==> src/rtl/mem_stage_pkg.sv <==
// Shared instruction codes, load/store size encodings and FSM states for the
// memory-access stage, plus small decode helpers.
package mem_stage_pkg;

    localparam logic [5:0] i_nop   = 6'd0;
    localparam logic [5:0] i_add   = 6'd1;
    localparam logic [5:0] i_sub   = 6'd2;
    localparam logic [5:0] i_and   = 6'd3;
    localparam logic [5:0] i_or    = 6'd4;
    localparam logic [5:0] i_xor   = 6'd5;
    localparam logic [5:0] i_sll   = 6'd6;
    localparam logic [5:0] i_srl   = 6'd7;
    localparam logic [5:0] i_sra   = 6'd8;
    localparam logic [5:0] i_slt   = 6'd9;
    localparam logic [5:0] i_sltu  = 6'd10;
    localparam logic [5:0] i_addi  = 6'd11;
    localparam logic [5:0] i_andi  = 6'd12;
    localparam logic [5:0] i_ori   = 6'd13;
    localparam logic [5:0] i_xori  = 6'd14;
    localparam logic [5:0] i_lui   = 6'd15;
    localparam logic [5:0] i_auipc = 6'd16;
    localparam logic [5:0] i_lb    = 6'd17;
    localparam logic [5:0] i_lh    = 6'd18;
    localparam logic [5:0] i_lw    = 6'd19;
    localparam logic [5:0] i_lbu   = 6'd20;
    localparam logic [5:0] i_lhu   = 6'd21;
    localparam logic [5:0] i_sb    = 6'd22;
    localparam logic [5:0] i_sh    = 6'd23;
    localparam logic [5:0] i_sw    = 6'd24;
    localparam logic [5:0] i_beq   = 6'd25;
    localparam logic [5:0] i_bne   = 6'd26;
    localparam logic [5:0] i_blt   = 6'd27;
    localparam logic [5:0] i_bge   = 6'd28;
    localparam logic [5:0] i_bltu  = 6'd29;
    localparam logic [5:0] i_bgeu  = 6'd30;
    localparam logic [5:0] i_jal   = 6'd31;
    localparam logic [5:0] i_jalr  = 6'd32;

    typedef enum logic [1:0] {
        BYTE = 2'd0,
        HALF = 2'd1,
        WORD = 2'd2
    } lsu_size_t;

    typedef enum logic {
        IDLE = 1'b0,
        BUS  = 1'b1
    } state_t;

    function automatic logic is_load(input logic [5:0] op);
        return op inside {i_lb, i_lh, i_lw, i_lbu, i_lhu};
    endfunction

    function automatic logic is_store(input logic [5:0] op);
        return op inside {i_sb, i_sh, i_sw};
    endfunction

    // Control-flow ops are already resolved upstream; nothing to write back here.
    function automatic logic is_ctrl(input logic [5:0] op);
        return op inside {i_beq, i_bne, i_blt, i_bge, i_bltu, i_bgeu, i_jal, i_jalr};
    endfunction

    function automatic lsu_size_t lsu_size(input logic [5:0] op);
        lsu_size_t sz;
        case (op)
            i_lb, i_lbu, i_sb: sz = BYTE;
            i_lh, i_lhu, i_sh: sz = HALF;
            default:           sz = WORD;
        endcase
        return sz;
    endfunction

    function automatic logic lsu_unsigned(input logic [5:0] op);
        return op inside {i_lbu, i_lhu};
    endfunction

    function automatic logic is_misaligned(input lsu_size_t sz, input logic [1:0] off);
        logic mis;
        case (sz)
            HALF:    mis = off[0];
            WORD:    mis = (off != 2'b00);
            default: mis = 1'b0;
        endcase
        return mis;
    endfunction

endpackage

==> src/rtl/mem_stage_align.sv <==
// Byte-lane steering: store strobes/replicated write data, and load lane
// extraction with sign or zero extension.
module mem_align
    import mem_stage_pkg::*;
#(
    parameter int WIDTH = 32
) (
    input  logic [1:0]       size,
    input  logic             is_unsigned,
    input  logic [1:0]       off,
    input  logic [WIDTH-1:0] store_data,
    input  logic [WIDTH-1:0] mem_rdata,
    output logic [3:0]       wstrb,
    output logic [WIDTH-1:0] wdata,
    output logic [WIDTH-1:0] load_data
);

    logic signed [7:0]       lane_b;
    logic signed [15:0]      lane_h;
    logic signed [WIDTH-1:0] sext_b;
    logic signed [WIDTH-1:0] sext_h;

    always_comb begin
        wstrb = 4'b0000;
        wdata = '0;
        case (lsu_size_t'(size))
            BYTE: begin
                wstrb = 4'b0001 << off;
                wdata = {4{store_data[7:0]}};
            end
            HALF: begin
                wstrb = 4'b0011 << {off[1], 1'b0};
                wdata = {2{store_data[15:0]}};
            end
            default: begin
                wstrb = 4'b1111;
                wdata = store_data;
            end
        endcase
    end

    // Signed lanes widen by sign extension on assignment to the wider signed vars.
    always_comb begin
        lane_b    = mem_rdata[{off, 3'b000} +: 8];
        lane_h    = mem_rdata[{off[1], 4'b0000} +: 16];
        sext_b    = lane_b;
        sext_h    = lane_h;
        load_data = mem_rdata;
        case (lsu_size_t'(size))
            BYTE:    load_data = is_unsigned ? {{(WIDTH-8){1'b0}}, lane_b}  : sext_b;
            HALF:    load_data = is_unsigned ? {{(WIDTH-16){1'b0}}, lane_h} : sext_h;
            default: load_data = mem_rdata;
        endcase
    end

endmodule

==> src/rtl/mem_stage.sv <==
// Memory-access stage: IDLE/BUS handshake FSM for loads and stores, single-cycle
// pass-through of ALU results, one write-back or misalign pulse per instruction.
module mem_stage
    import mem_stage_pkg::*;
#(
    parameter int WIDTH = 32
) (
    input  logic             clk,
    input  logic             rst,
    input  logic             req_valid,
    output logic             req_ready,
    input  logic [5:0]       instr_in,
    input  logic [WIDTH-1:0] addr,
    input  logic [WIDTH-1:0] store_data,
    input  logic [4:0]       rd,
    output logic             mem_req,
    output logic             mem_we,
    output logic [31:0]      mem_addr,
    output logic [31:0]      mem_wdata,
    output logic [3:0]       mem_wstrb,
    input  logic             mem_ack,
    input  logic [31:0]      mem_rdata,
    output logic             wb_valid,
    output logic [4:0]       wb_rd,
    output logic [WIDTH-1:0] wb_data,
    output logic             misalign
);

    state_t     state, state_nxt;
    logic       accept;
    logic       in_load, in_store, in_ctrl, in_mis, in_uns;
    lsu_size_t  in_size;

    lsu_size_t  size_p0;
    logic       uns_p0;
    logic [1:0] off_p0;
    logic [4:0] rd_p0;
    logic       ld_p0;

    logic [1:0]       al_size;
    logic             al_uns;
    logic [1:0]       al_off;
    logic [3:0]       al_wstrb;
    logic [WIDTH-1:0] al_wdata;
    logic [WIDTH-1:0] al_load;

    assign req_ready = (state == IDLE);
    assign mem_req   = (state == BUS);
    assign accept    = req_valid && req_ready;

    assign in_load  = is_load(instr_in);
    assign in_store = is_store(instr_in);
    assign in_ctrl  = is_ctrl(instr_in);
    assign in_size  = lsu_size(instr_in);
    assign in_uns   = lsu_unsigned(instr_in);
    assign in_mis   = is_misaligned(in_size, addr[1:0]);

    // The aligner serves stores at accept (IDLE) and load extraction at ack (BUS).
    assign al_size = (state == IDLE) ? in_size    : size_p0;
    assign al_uns  = (state == IDLE) ? in_uns     : uns_p0;
    assign al_off  = (state == IDLE) ? addr[1:0]  : off_p0;

    mem_align #(.WIDTH(WIDTH)) u_align (
        .size        (al_size),
        .is_unsigned (al_uns),
        .off         (al_off),
        .store_data  (store_data),
        .mem_rdata   (mem_rdata),
        .wstrb       (al_wstrb),
        .wdata       (al_wdata),
        .load_data   (al_load)
    );

    always_ff @(posedge clk) begin
        if (rst) state <= IDLE;
        else     state <= state_nxt;
    end

    always_comb begin
        state_nxt = state;
        case (state)
            IDLE:    if (accept && (in_load || in_store) && !in_mis) state_nxt = BUS;
            BUS:     if (mem_ack) state_nxt = IDLE;
            default: state_nxt = IDLE;
        endcase
    end

    // ---- stage p0: latch load context at accept ----
    always_ff @(posedge clk) begin
        if (accept) begin
            size_p0 <= in_size;
            uns_p0  <= in_uns;
            off_p0  <= addr[1:0];
            rd_p0   <= rd;
        end
    end

    // ---- stage p1: bus request registers and write-back ----
    always_ff @(posedge clk) begin
        if (rst) begin
            mem_we    <= 1'b0;
            mem_addr  <= '0;
            mem_wdata <= '0;
            mem_wstrb <= 4'b0000;
            ld_p0     <= 1'b0;
            wb_valid  <= 1'b0;
            wb_rd     <= '0;
            wb_data   <= '0;
            misalign  <= 1'b0;
        end else begin
            wb_valid <= 1'b0;
            misalign <= 1'b0;
            if (accept) begin
                if (in_load || in_store) begin
                    if (in_mis) begin
                        misalign <= 1'b1;
                    end else begin
                        mem_addr  <= {addr[31:2], 2'b00};
                        mem_we    <= in_store;
                        mem_wstrb <= in_store ? al_wstrb : 4'b0000;
                        mem_wdata <= in_store ? al_wdata : '0;
                        ld_p0     <= in_load;
                    end
                end else if (!in_ctrl) begin
                    wb_valid <= 1'b1;
                    wb_rd    <= rd;
                    wb_data  <= addr;
                end
            end
            if (state == BUS && mem_ack && ld_p0) begin
                wb_valid <= 1'b1;
                wb_rd    <= rd_p0;
                wb_data  <= al_load;
            end
        end
    end

endmodule

==> config.mk <==
export PLATFORM = sky130hd
export DESIGN_NAME = mem_stage
export DESIGN_NICKNAME = d
export VERILOG_FILES = /design/src/rtl/mem_stage_pkg.sv /design/src/rtl/mem_stage_align.sv /design/src/rtl/mem_stage.sv
export SDC_FILE = /design/constraint.sdc
export NUM_CORES = 1
export LEC_CHECK = 0
export CORE_UTILIZATION = 45
export DETAILED_ROUTE_END_ITERATION = 8
export PLACE_DENSITY = 0.91
export SYNTH_ARGS = -nofsm -noshare
export SYNTH_HDL_FRONTEND = slang
export SYNTH_HIERARCHICAL = 1
export SYNTH_SLANG_ARGS = --single-unit
==> constraint.sdc <==
create_clock -name clk -period 6.7 [get_ports clk]
set_input_delay 1.34 -clock clk [delete_from_list [all_inputs] [get_ports clk]]
set_output_delay 1.34 -clock clk [all_outputs]
set_load 0.01 [all_outputs]
==> results.toml <==
[floorplanning]
num_rows = 44
ioPinCount = 221
die_x_um = 123.6
fp.coreArea_sq_um = 14480
dieArea_sq_um = 15270
initial_core_util = 0.4595
die_h_um = 123.6

[min_path]
hold_path.startpoint = "mem_addr[18]"
worstHoldPathType = "flop to flop"

[clock_network]
cts_num_sinks = 118
cts-buffers-inserted = 17
holdBufCountCts = 0
postCtsResizedCells = 0
cts_root_buf = "clkbuf_16"
cts_tree = "done"
clock_path_buffers = 2
postCtsSetupBuffers = 0
clk_pin_slew_ns = 0.06
ctsHtreeMaxLevel = 4
clk_latency_ns = 0.41

[route]
via_per_inst = 5.693
post_drt_wl_per_cell_um = 18.86
drtIter0Drc = 416
ant_nets = 0
first_pass_iters = 5
drc_errors = 0
vias = 6257
wl_um = 20720

[timing]
fin_crit_ns = 4.402
setup_viol = 0
finalClockSkew_ns = 0.009307
fmax_ghz = 0.2272
slew_headroom = 0.1871
period_share = 0.6570
rsz0062_at_grt = "false"
hold_violations = 0
holdWs_ns = 0.4739
maxSlewViolCount = 0
tightest_slew_ns = 1.194
setup_tns_ns = 0

[synth]
avgSynthCellArea_sq_um = 9.002
ys_ff_latch = 118
synth_cells = 739
syn_area_sq_um = 6653
ys_types = 50
synthArstFlopShare = 0
synth_edf_count = 10
yosysSeqAreaShare = 0.3701
synth-warning-count = 6
synthFlopType = "dfxtp_1"

[global_routing]
overflow = 0
grt_pass1_wl_um = 30990
antenna_found_initial = 0
grt_pass1_vias = 5928
grt_max_degree = 78
grt_usage = 0.2678

[cells_and_area]
n_fill_cell = 1137
instances_no_fill = 1099
layout_common_cells = "217 x clkdlybuf4s50_1, 108 x dfxtp_1, 100 x nand2b_1"
final_util = 0.6463
final_nets = 1013
area_delta_synth_final_pct = 40.66
n_antenna_cell = 0
layout_commonest_cell = "clkdlybuf4s50_1"
regArea_sq_um = 2462
multi_input_area_sq_um = 3717
drive_gt1_frac = 0.08415

[placed_design]
hpwlAfterDp_um = 14050
dp.cells = 1067
place.gp.congestion = 0.8560
port_buffers = 218

[critical_path]
cp.arrival_ns = 4.65
cp.required_ns = 6.95
end_kind = "flop"
critical_path_class = "input pin to flop"
setup.worst_path.start = "instr_in[1]"
worstReg2RegStart = "mem_req"
crit_fanout = 59
start_kind = "input pin"

[power_and_ir_drop]
power.density_nw_per_um2 = 223.4
p_leak_nw = 3.590
peakVddDrop_mv = 0.1622

[outcome]
status = "finished clean"

[run]
drv_cap = 0
cell usage after synthesis (7+ instances only):
| master | number | share of area |
|---|---|---|
| o221ai_1 | 8 | 0.011 |
| clkbuf_1 | 36 | 0.020 |
| nor2b_1 | 22 | 0.021 |
| edfxtp_1 | 10 | 0.045 |
| mux2_4 | 8 | 0.018 |
| a22oi_1 | 8 | 0.0090 |
| dfxtp_1 | 108 | 0.32 |
| buf_6 | 13 | 0.022 |
| nor2_1 | 47 | 0.027 |
| o22ai_1 | 16 | 0.015 |
| a221o_1 | 7 | 0.011 |
| o21ai_1 | 30 | 0.023 |
| buf_2 | 14 | 0.011 |
| o21ai_0 | 21 | 0.016 |
| nand3_1 | 39 | 0.029 |
| mux2_2 | 15 | 0.025 |
| nand2b_1 | 100 | 0.094 |
| mux2i_1 | 82 | 0.12 |
| a311oi_1 | 38 | 0.050 |
| nand2_1 | 55 | 0.031 |
| buf_4 | 16 | 0.018 |
| inv_1 | 7 | 0.0040 |
power by group:
part | internal, mW | total (mW) | leakage, nW | switching [mW]
clock | 0.729 | 1.06 | 0.339 | 0.335
sequential | 0.731 | 0.741 | 0.973 | 0.00965
combinational | 0.148 | 0.285 | 2.28 | 0.138
sequential cells by signal (all words and copies together) (netlist names):
name	flops
ld_p0	1
mem_addr	30
mem_req	1
mem_wdata	32
mem_we	1
mem_wstrb	4
misalign	1
off_p0	2
rd_p0	5
size_p0	2
uns_p0	1
wb_data	32
wb_rd	5
wb_valid	1
worst max-delay path, cell delays in order:
cell and delay [ns]:
clkdlybuf4s50_1 0.57, xor2_1 0.23, o21ai_0 0.21, mux2_2 0.94
or2_1 0.54, buf_4 0.38, o221ai_1 0.20, nor2_1 0.15
a311oi_1 0.07
layer usage:
layer / share of wire / GRT usage / routed length [um]
met1: 0.39 / 0.2969 / 8161
met2: 0.48 / 0.4604 / 9951
met3: 0.090 / 0.08196 / 1871
met4: 0.036 / 0.1370 / 739
met5: 0 / 0 / 0
final cells by class:
class                      instances  area share
clock buffer                      20     0.05001
clock inverter                    12     0.02367
inverter                           7    0.002808
multi-input combinational        533      0.3972
sequential                       118      0.2631
tap                              184     0.02460
timing repair buffer             225      0.2385
metrics by stage:
| step | cell area [sq um] | power, mW | setup slack [ns] |
|---|---|---|---|
| after CTS | 9358 | 2.101 | 2.318 |
| after floorplan | 6656 | 0.9038 | 3.503 |
| after global routing | 9358 | 2.154 | 2.017 |
| after global placement | 8668 | 1.032 | 2.028 |
| after detailed placement | 8668 | 1.035 | 1.877 |
| final | 9358 | 2.090 | 2.298 |
final timing paths:
check | endpoint | slack, ns | cells after the start
worst max-delay path | wb_data[10] | 2.30 | 9
worst min-delay path | mem_addr[18] | 0.47 | 2
worst max register to register | wb_data[10] | 3.49 | 7
worst min register to register | mem_addr[18] | 0.47 | 2
cells by family after synthesis:
| logic type | after synthesis | share of synthesized area |
|---|---|---|
| compound gates | 142 | 0.1550 |
| buf+inv | 89 | 0.07655 |
| simple gates | 280 | 0.2242 |
| xor+xnor | 1 | 0.001317 |
| flops | 118 | 0.3701 |
| mux | 108 | 0.1723 |
| other cells | 1 | 0.0005637 |
Power figures use the tool's default switching activity.
